[config.mk]
export PLATFORM = sky130hd
export DESIGN_NAME = conv_window_sequencer_flat
export DESIGN_NICKNAME = d
export VERILOG_FILES = /design/src/rtl/conv_seq_pkg.sv /design/src/rtl/conv_window_sequencer_if.sv /design/src/rtl/conv_seq_fifo.sv /design/src/rtl/conv_window_sequencer.sv /design/src/flat_wrapper.sv
export SDC_FILE = /design/constraint.sdc
export NUM_CORES = 1
export LEC_CHECK = 0
export CORE_MARGIN = 2
export CORE_UTILIZATION = 57
export DETAILED_ROUTE_END_ITERATION = 8
export PLACE_DENSITY = 0.79
export SYNTH_ARGS = -nofsm -noshare
export SYNTH_HDL_FRONTEND = slang
export SYNTH_SLANG_ARGS = --single-unit
[constraint.sdc]
create_clock -name clk -period 7.6 [get_ports clk]
set_input_delay 1.52 -clock clk [delete_from_list [all_inputs] [get_ports clk]]
set_output_delay 1.52 -clock clk [all_outputs]
set_load 0.05 [all_outputs]
[src/rtl/conv_seq_pkg.sv]
// Shared types and constants for the 5x5 Gabor window sequencer.
package conv_seq_pkg;
  localparam int KSIZE     = 5;
  localparam int DIM_W_MAX = 16;

  typedef enum logic [1:0] {IDLE, ISSUE, DRAIN} state_e;

  typedef struct packed {
    logic [DIM_W_MAX-1:0] row;
    logic [DIM_W_MAX-1:0] col;
  } win_coord_t;

  // Five signed group products need three guard bits to sum without overflow.
  function automatic int sum_w(input int res_w);
    return res_w + 3;
  endfunction
endpackage

[src/rtl/conv_window_sequencer_if.sv]
// Window-issue, datapath-product and result-stream signals of the sequencer.
interface conv_window_sequencer_if import conv_seq_pkg::*; #(
  parameter int DIM_W = 10,
  parameter int RES_W = 29
);
  logic                          win_valid, win_ready;
  logic [DIM_W-1:0]              win_row, win_col;
  logic signed [RES_W-1:0]       res1, res2, res3, res4, res5;
  logic                          out_valid, out_ready, out_last;
  logic signed [sum_w(RES_W)-1:0] out_data;

  modport master (
    output win_valid, win_row, win_col, out_valid, out_data, out_last,
    input  win_ready, res1, res2, res3, res4, res5, out_ready
  );
  modport slave (
    input  win_valid, win_row, win_col, out_valid, out_data, out_last,
    output win_ready, res1, res2, res3, res4, res5, out_ready
  );
endinterface

[src/rtl/conv_seq_fifo.sv]
// First-word-fall-through synchronous FIFO; head is read straight from the storage registers.
module conv_seq_fifo #(
  parameter int WIDTH = 33,
  parameter int DEPTH = 8
) (
  input  logic                       clk,
  input  logic                       rst,
  input  logic                       push_i,
  input  logic [WIDTH-1:0]           wdata_i,
  input  logic                       pop_i,
  output logic [WIDTH-1:0]           rdata_o,
  output logic [$clog2(DEPTH):0]     count_o
);
  localparam int AW = $clog2(DEPTH);
  localparam int CW = AW + 1;

  logic [WIDTH-1:0] mem_q [DEPTH];
  logic [AW-1:0]    wr_q, rd_q;
  logic [CW-1:0]    cnt_q;

  always_ff @(posedge clk) begin
    if (rst) begin
      wr_q  <= '0;
      rd_q  <= '0;
      cnt_q <= '0;
    end else begin
      if (push_i) wr_q <= wr_q + 1'b1;
      if (pop_i)  rd_q <= rd_q + 1'b1;
      cnt_q <= cnt_q + CW'(push_i) - CW'(pop_i);
    end
  end

  always_ff @(posedge clk) begin
    if (push_i) mem_q[wr_q] <= wdata_i;
  end

  assign rdata_o = mem_q[rd_q];
  assign count_o = cnt_q;

  // Issue credits make this unreachable; firing means the credit loop is broken.
  a_no_overflow: assert property (@(posedge clk) disable iff (rst) !(push_i && cnt_q == CW'(DEPTH)));
endmodule

[src/rtl/conv_window_sequencer.sv]
// Raster-order 5x5 window issuer with in-flight tracking, product summation and credited output FIFO.
// Optional stall/backpressure counters under CONV_SEQ_STALL_CNT_EN.
module conv_window_sequencer import conv_seq_pkg::*; #(
  parameter int DIM_W     = 10,
  parameter int RES_W     = 29,
  parameter int PIPE_LAT  = 3,
  parameter int OUT_DEPTH = 8
) (
  input  logic             clk,
  input  logic             rst,
  input  logic             start,
  input  logic [DIM_W-1:0] img_w,
  input  logic [DIM_W-1:0] img_h,
  output logic             busy,
  output logic             done,
`ifdef CONV_SEQ_STALL_CNT_EN
  output logic [31:0]      stall_cycles,
  output logic [31:0]      bp_cycles,
`endif
  conv_window_sequencer_if.master bus
);
  localparam int SUM_W = sum_w(RES_W);
  localparam int CW    = $clog2(OUT_DEPTH) + 1;
  localparam logic [DIM_W-1:0] K = DIM_W'(KSIZE);

  state_e                state_q;
  logic                  busy_q, done_q;
  logic [DIM_W-1:0]      w_q, h_q;
  win_coord_t            coord_q;
  logic [CW-1:0]         credit_q;
  logic [PIPE_LAT-1:0]   vld_pipe_q, last_pipe_q;
  logic                  win_valid, accept, pop, start_ok;
  logic                  col_end, row_end, win_last;
  logic signed [SUM_W-1:0] sum;
  logic [SUM_W:0]        head;
  logic [CW-1:0]         fifo_cnt;

  function automatic logic signed [SUM_W-1:0] sext(input logic signed [RES_W-1:0] v);
    return {{(SUM_W-RES_W){v[RES_W-1]}}, v};
  endfunction

  assign start_ok = (state_q == IDLE) && start && (img_w >= K) && (img_h >= K);
  // Credit covers windows in flight plus results parked in the FIFO.
  assign win_valid = (state_q == ISSUE) && (credit_q < CW'(OUT_DEPTH));
  assign accept    = win_valid && bus.win_ready;
  assign pop       = bus.out_valid && bus.out_ready;
  assign col_end   = coord_q.col == DIM_W_MAX'(w_q - K);
  assign row_end   = coord_q.row == DIM_W_MAX'(h_q - K);
  assign win_last  = col_end && row_end;
  assign sum       = sext(bus.res1) + sext(bus.res2) + sext(bus.res3) + sext(bus.res4) + sext(bus.res5);

  always_ff @(posedge clk) begin
    if (rst) begin
      state_q     <= IDLE;
      busy_q      <= 1'b0;
      done_q      <= 1'b0;
      w_q         <= '0;
      h_q         <= '0;
      coord_q     <= '0;
      credit_q    <= '0;
      vld_pipe_q  <= '0;
      last_pipe_q <= '0;
    end else begin
      done_q      <= 1'b0;
      credit_q    <= credit_q + CW'(accept) - CW'(pop);
      vld_pipe_q  <= {vld_pipe_q[PIPE_LAT-2:0], accept};
      last_pipe_q <= {last_pipe_q[PIPE_LAT-2:0], accept && win_last};
      unique case (state_q)
        IDLE: if (start) begin
          if (start_ok) begin
            w_q     <= img_w;
            h_q     <= img_h;
            coord_q <= '0;
            busy_q  <= 1'b1;
            state_q <= ISSUE;
          end else begin
            done_q <= 1'b1;
          end
        end
        ISSUE: if (accept) begin
          if (win_last) state_q <= DRAIN;
          else if (col_end) begin
            coord_q.col <= '0;
            coord_q.row <= coord_q.row + 1'b1;
          end else begin
            coord_q.col <= coord_q.col + 1'b1;
          end
        end
        // Finish on the pop that empties the last credit so done follows it by one cycle.
        DRAIN: if (credit_q == CW'(pop)) begin
          done_q  <= 1'b1;
          busy_q  <= 1'b0;
          state_q <= IDLE;
        end
        default: state_q <= IDLE;
      endcase
    end
  end

  conv_seq_fifo #(.WIDTH(SUM_W + 1), .DEPTH(OUT_DEPTH)) u_fifo (
    .clk     (clk),
    .rst     (rst),
    .push_i  (vld_pipe_q[PIPE_LAT-1]),
    .wdata_i ({last_pipe_q[PIPE_LAT-1], sum}),
    .pop_i   (pop),
    .rdata_o (head),
    .count_o (fifo_cnt)
  );

  assign busy          = busy_q;
  assign done          = done_q;
  assign bus.win_valid = win_valid;
  assign bus.win_row   = coord_q.row[DIM_W-1:0];
  assign bus.win_col   = coord_q.col[DIM_W-1:0];
  assign bus.out_valid = fifo_cnt != '0;
  assign bus.out_data  = head[SUM_W-1:0];
  assign bus.out_last  = head[SUM_W] && bus.out_valid;

`ifdef CONV_SEQ_STALL_CNT_EN
  logic [31:0] stall_q, bp_q;

  always_ff @(posedge clk) begin
    if (rst || start_ok) begin
      stall_q <= '0;
      bp_q    <= '0;
    end else if (state_q == ISSUE) begin
      if (win_valid && !bus.win_ready && !(&stall_q)) stall_q <= stall_q + 1'b1;
      if (!win_valid && !(&bp_q)) bp_q <= bp_q + 1'b1;
    end
  end

  assign stall_cycles = stall_q;
  assign bp_cycles    = bp_q;
`endif
endmodule

[src/flat_wrapper.sv]
// flat-port wrapper written by rule: the top's interface ports become plain ports
module conv_window_sequencer_flat import conv_seq_pkg::*;
#(
  parameter int DIM_W     = 10,
  parameter int RES_W     = 29,
  parameter int PIPE_LAT  = 3,
  parameter int OUT_DEPTH = 8
)
  (clk, rst, start, img_w, img_h, busy, done, bus_win_valid, bus_win_row, bus_win_col, bus_out_valid, bus_out_data, bus_out_last, bus_win_ready, bus_res1, bus_res2, bus_res3, bus_res4, bus_res5, bus_out_ready);
  conv_window_sequencer_if #(.DIM_W(DIM_W), .RES_W(RES_W)) bus_i ();
  input  logic clk;
  input  logic rst;
  input  logic start;
  input  logic [DIM_W-1:0] img_w;
  input  logic [DIM_W-1:0] img_h;
  output logic busy;
  output logic done;
  output wire logic [$bits(bus_i.win_valid)-1:0] bus_win_valid;
  output wire logic [$bits(bus_i.win_row)-1:0] bus_win_row;
  output wire logic [$bits(bus_i.win_col)-1:0] bus_win_col;
  output wire logic [$bits(bus_i.out_valid)-1:0] bus_out_valid;
  output wire logic [$bits(bus_i.out_data)-1:0] bus_out_data;
  output wire logic [$bits(bus_i.out_last)-1:0] bus_out_last;
  input wire logic [$bits(bus_i.win_ready)-1:0] bus_win_ready;
  input wire logic [$bits(bus_i.res1)-1:0] bus_res1;
  input wire logic [$bits(bus_i.res2)-1:0] bus_res2;
  input wire logic [$bits(bus_i.res3)-1:0] bus_res3;
  input wire logic [$bits(bus_i.res4)-1:0] bus_res4;
  input wire logic [$bits(bus_i.res5)-1:0] bus_res5;
  input wire logic [$bits(bus_i.out_ready)-1:0] bus_out_ready;
  assign bus_win_valid = bus_i.win_valid;
  assign bus_win_row = bus_i.win_row;
  assign bus_win_col = bus_i.win_col;
  assign bus_out_valid = bus_i.out_valid;
  assign bus_out_data = bus_i.out_data;
  assign bus_out_last = bus_i.out_last;
  assign bus_i.win_ready = bus_win_ready;
  assign bus_i.res1 = bus_res1;
  assign bus_i.res2 = bus_res2;
  assign bus_i.res3 = bus_res3;
  assign bus_i.res4 = bus_res4;
  assign bus_i.res5 = bus_res5;
  assign bus_i.out_ready = bus_out_ready;
  conv_window_sequencer #(.DIM_W(DIM_W), .RES_W(RES_W), .PIPE_LAT(PIPE_LAT), .OUT_DEPTH(OUT_DEPTH)) u_core (.clk(clk), .rst(rst), .start(start), .img_w(img_w), .img_h(img_h), .busy(busy), .done(done), .bus(bus_i));
endmodule
# [Word level (Yosys, flattened, before mapping)]
# Memories as Yosys holds them, arrays and structs flattened. A register that Yosys moved wholly into a read port is not among the register bits.
# Index checks and enable logic that the tools add are counted.
[totals] ff_bits=76 ram_bits=264 inputBits=170 out_inout_bits=57 mem_count=1
[classes] addsub=14 n_lt_le_gt_ge=3 n_eq_ne=12 mux=25 reduce_logical=18
[mem_list] name="u_core.u_fifo.mem_q" depth=8 width=33 rd=1 rd_clocked_by_memory_dff=1 write_ports=1 line="conv_seq_fifo.sv:17" text="logic [WIDTH-1:0] mem_q [DEPTH];"
[ops] op="$mux W32" n=4
[ops] op="$add A32 B29 Y32" n=2
[ops] op="$pmux W32 S2" n=1
[ops] op="$add A16 B1 Y16 const B" n=2
[ops] op="$eq A16 B16 Y1" n=2
[ops] op="$mux W16" n=2
[ops] op="$add A30 B29 Y31" n=1
[ops] op="$add A29 B29 Y30" n=1
[ops] op="$sub A10 B3 Y11 const B" n=2
[ops] op="$ge A10 B3 Y1 const B" n=2
[ops] op="$mux W2" n=5
[ops] op="$ne A2 B1 Y1 const B" n=5
[ops] op="$reduce_and A5 Y1" n=2
[ops] op="$logic_and A1 B1 Y1" n=9
[ops] op="$add A4 B1 Y4" n=2
[ops] op="$mux W1" n=8
[ops] op="$sub A4 B1 Y4" n=2
[ops] op="$add A3 B1 Y3 const B" n=2
[ops] op="$mux W3" n=2
[ops] op="$pmux W2 S3" n=1
[ops] op="$reduce_and A6 Y1" n=1
[ops] op="$eq A4 B1 Y1" n=1
[ops] op="$lt A4 B4 Y1 const B" n=1
[ops] op="$ne A2 B2 Y1 const B" n=2
[ops] op="other kinds (8)" n=10

# [Longest topological paths before layout]
[depth] depth_word=7 depth_mapped=21 mapped_depth_nobuf=21

# [By module]
# From an unflattened synthesis, not the netlist that was laid out.
[unflattened] hier_cells=1476 area_unflattened_um2=18615.4
[by_module_without_submodules] module="conv_seq_fifo" instances=1 cells_per_inst=446 area_each_um2=10521.3 seq_area_each_um2=8187.9
[by_module_without_submodules] module="conv_window_sequencer" instances=1 cells_per_inst=1030 area_each_um2=8094.0 seq_area_each_um2=1321.3

# [Worst setup path after synthesis]
# Ideal clock, no wire load.
[synth_timing] path_type="input-to-reg" startpoint="input bus_res3[1]" endpoint="memory u_core.u_fifo.mem_q[0][28], data pin" setup_time_ns=0.321 arrival_time_ns=6.802 required_time_ns=7.279 slack_ns=0.477 stages=21 path_buffers=0 path_cell_list="fa_1 ha_1 fa_1 a211oi_1 o21bai_1 o2111ai_1 a21boi_0 o21ai_0 a21boi_0 mux2i_1 nand2_1 fa_1 ha_1 a21o_1 a21o_1 a21o_1 a211o_1 o211ai_1 a31o_2 nand2_1 o311ai_0"
[synth_between] elab_chain_cells=3
[synth_rtl] item="start, declared" line="flat_wrapper.sv:27" text="input wire logic [$bits(bus_i.res3)-1:0] bus_res3;"
[synth_rtl] item="$add A30 B29 Y31" line="conv_window_sequencer.sv:50" text="assign sum = sext(bus.res1) + sext(bus.res2) + sext(bus.res3) + sext(bus.res4) + sext(bus.res5);"
[synth_rtl] item="$add A32 B29 Y32 (2 in a row)" line="conv_window_sequencer.sv:50"
[synth_rtl] item="via u_core.sum[28]" line="conv_window_sequencer.sv:34" text="logic signed [SUM_W-1:0] sum;"
[synth_rtl] item="end, declared" line="conv_seq_fifo.sv:17"
# The timed path passes the listed nets, and every way through them passes these cells.

# [Worst setup path after layout]
[layout_timing] startpoint="input bus_res2[1]" endpoint="memory u_core.u_fifo.mem_q[3][26], data pin"
[layout_between] elab_chain_cells=4
[layout_rtl] item="start, declared" line="flat_wrapper.sv:26" text="input wire logic [$bits(bus_i.res2)-1:0] bus_res2;"
[layout_rtl] item="$add A29 B29 Y30" line="conv_window_sequencer.sv:50"
[layout_rtl] item="$add A30 B29 Y31" line="conv_window_sequencer.sv:50"
[layout_rtl] item="$add A32 B29 Y32 (2 in a row)" line="conv_window_sequencer.sv:50"
[layout_rtl] item="via u_core.sum[26]" line="conv_window_sequencer.sv:34"
# The timed path passes the listed nets, and every way through them passes these cells.

==> impl_metrics.yaml <==
floorplan:
  start_util_pct: 57.9
  core-area_um2: 32500
  io_pins: 227
  rows: 66
  die_w_um: 186
  die_h_um: 186
  die-area_um2: 34500
critical_path:
  path_class: "in2reg"
  r2r-start: "u_core.h_q[0]$_SDFFE_PP0P_"
  cp.arrival_ps: 7390
  worstSetupStartpoint: "bus_res2[1]"
  critPathCaptureType: "flip-flop"
  crit_required_ps: 7810
  critPathLaunchType: "input port"
  crit_path_max_fanout: 8
synthesis:
  synth_fp_nets: 1781
  async_flop_share_pct: 0
  synth-main-ff-cell: "edfxtp_1"
  ys_types: 76
  seq_area_frac_synth_pct: 50.5
  ys_seq_elements: 343
  syn_area_um2: 18800
  netlist_instances: 1472
  synth_edf_count: 264
  ys_warn_count: 0
  avgSynthCellArea_um2: 12.8
timing:
  min_period_ps: 7170
  finalHoldViolCount: 0
  worst_hold_slack_ps: 451
  fmax_mhz: 139
  finClkSkew_ps: 21.0
  timing.slew.headroom_pct: 31.0
  finalSetupViolations: 0
  worst_slew_pin_slew_ps: 1040
  slew_viol_final: 0
  grt_setup_unrepaired: "false"
  period_share_pct: 94.4
power:
  cellInternalPower_w: 0.00522
  p_per_area_nw_per_um2: 362
  p_leak_nw: 7.98
  pwr-share-comb_pct: 44.7
  clockPowerShare_pct: 19.8
  p_seq_share_pct: 35.5
  p_total_w: 0.00821
  p_sw_w: 0.00299
  ir_drop_mv: 0.201
  netSwitchingFraction_pct: 36.4
placement:
  portBuffers: 226
  placed_cell_area_um2: 21600
  dp_hpwl_mm: 29.1
  globalplace.congestion: 0.923
  dp.cells: 2111
route:
  via_per_inst: 5.86
  drt-total-wl_mm: 41.7
  remaining_drc_errors: 0
  drtAntennaViolNets: 0
  firstDrtPassIters: 5
  drt_iter0_markers: 849
  vias: 12732
  wl_per_cell_um: 19.2
layout:
  diodes: 0
  layout_commonest_cell: "edfxtp_1"
  final_cell_mix: "264 x edfxtp_1, 226 x clkdlybuf4s50_1, 109 x nand2_1, 85 x inv_1, 84 x a21oi_1"
  layout.cells.non_filler: 2173
  final_area_um2: 22700
  num-nets-final: 2014
  final_layout_size_suffix_gt1_share_pct: 12.8
  area_growth_pct: 20.4
global_routing:
  grt_pass1_vias: 13242
  grt_pass1_wl_mm: 67.6
  busiest_layer: "met2"
  grt_max_degree: 49
  met3_usage_pct: 3.38
  grt.met2_usage_pct: 46.4
  antenna_found_initial: 0
  track_usage_pct: 25.2
  use_met1_pct: 30.9
  grt-ovfl-total: 0
clock_network:
  cts_buffer_depth: 3
  insertion_delay_ps: 520
  cts_root_buf: "clkbuf_16"
  cts.htree.levels: 2
  cts_sinks: 343
  holdBufCountCts: 0
  cts_setup_buffers: 0
  cts_made_buffers: 34
  cts_tree: "built"
  cts.clk_slew.worst_paths_ps: 60
job:
  maxCapViolations: 0
status:
  status: "finished, final reports clean"
hold_path:
  hp-start: "u_core.vld_pipe_q[0]$_SDFF_PP0_"
  holdCritPathClass: "reg2reg"
==> cell usage after synthesis (26+ instances only) <==
cell / n / area [um^2]
inv_1: 85 / 319
clkbuf_1: 26 / 97.6
ha_1: 75 / 938
a21oi_1: 84 / 420
nor2_1: 87 / 327
o21ai_0: 38 / 190
edfxtp_1: 264 / 7930
nand3_1: 34 / 170
mux4_2: 66 / 1490
dfxtp_1: 79 / 1580
fa_1: 64 / 1280
xnor2_1: 52 / 455
mux2_2: 32 / 360
nand2_1: 109 / 409
==> repair_timing <==
action,CTS,global route
resized for setup,0,2
setup endpoints to repair,0,16
endpoints found under the hold margin,0,0
==> cell type report <==
type | count | area (um^2)
Fill cell | 2320 | 9870
Multi-Input combinational cell | 976 | 8660
Clock buffer | 39 | 870
Timing Repair Buffer | 265 | 2550
Tap cell | 442 | 553
Clock inverter | 23 | 203
Inverter | 85 | 319
Sequential cell | 343 | 9510
==> state kept, by name (all words and copies together) (netlist names), named ones only <==
name,count
u_core.u_fifo.mem_q,264
u_core.coord_q,12
u_core.bus.win_col,10
u_core.bus.win_row,10
u_core.h_q,10
u_core.w_q,10
u_core.credit_q,4
u_core.u_fifo.count_o,4
u_core.last_pipe_q,3
u_core.u_fifo.rd_q,3
u_core.u_fifo.wr_q,3
u_core.vld_pipe_q,3
u_core.state_q,2
u_core.busy,1
u_core.done,1
==> logic make-up after synthesis <==
family / after synthesis / synth area share (%)
DFF: 343 / 50.5
muxes: 118 / 10.9
and+or+nand+nor: 370 / 9.77
buffers and inverters: 153 / 3.76
xor gates and xnor gates: 73 / 3.40
AOI/OAI and AO/OA: 276 / 9.91
adders and majority gates: 139 / 11.8
==> stage by stage <==
step	TNS (ps)	utilization, %	setup WS (ps)
floorplan	0	-	477
CTS	0	69.6	348
global placement	-570	66.3	-71.3
finish	0	69.7	428
global route	0	69.7	24.8
detailed placement	-2020	66.3	-111
==> layer usage <==
metal  share of wire [%]  vias up  routed length [um]
met5                   0        -                   0
met4                 2.5        0                1030
met3                 4.9       77                2050
met2                  52      365               21900
met1                  40     6329               16800
li1                    -     5961                   -
==> power by group through the flow <==
stage	Sequential [W]	Clock [W]	Combinational, W
6_report	0.00292	0.00163	0.00367
3_5_place_dp	0.00296	0	0.00363
3_3_place_gp	0.00296	0	0.00351
4_1_cts	0.00292	0.00165	0.00366
2_1_floorplan	0.00286	0	0.00254
5_1_grt	0.00294	0.00173	0.00403
==> path summary, 6_finish.rpt <==
kind / cells after the start / endpoint / slack [ps]
setup reg to reg: 10 / u_core.bus.win_row[8]$_SDFFE_PP0P_ / 4240
setup / recovery: 22 / u_core.u_fifo.mem_q[3][26]$_DFFE_PP_ / 430
hold / removal: 1 / u_core.vld_pipe_q[1]$_SDFF_PP0_ / 450
hold reg to reg: 1 / u_core.vld_pipe_q[1]$_SDFF_PP0_ / 450
==> critical path, cell delays in order <==
cell and delay, ps:
clkdlybuf4s50_1 490, fa_1 430, ha_1 240, fa_1 420, a211oi_1 260, o21bai_1 160, o2111ai_1 260, a21boi_0 150
o21ai_0 210, a21boi_0 170, mux2i_1 170, nand2_1 80, fa_1 440, ha_1 350, a21o_1 210, a21o_1 180
a21o_1 170, a211o_1 280, o211ai_1 280, a31o_2 230, nand2_1 110, xor2_1 580
Note: power is estimated with default switching activity, not from simulation.
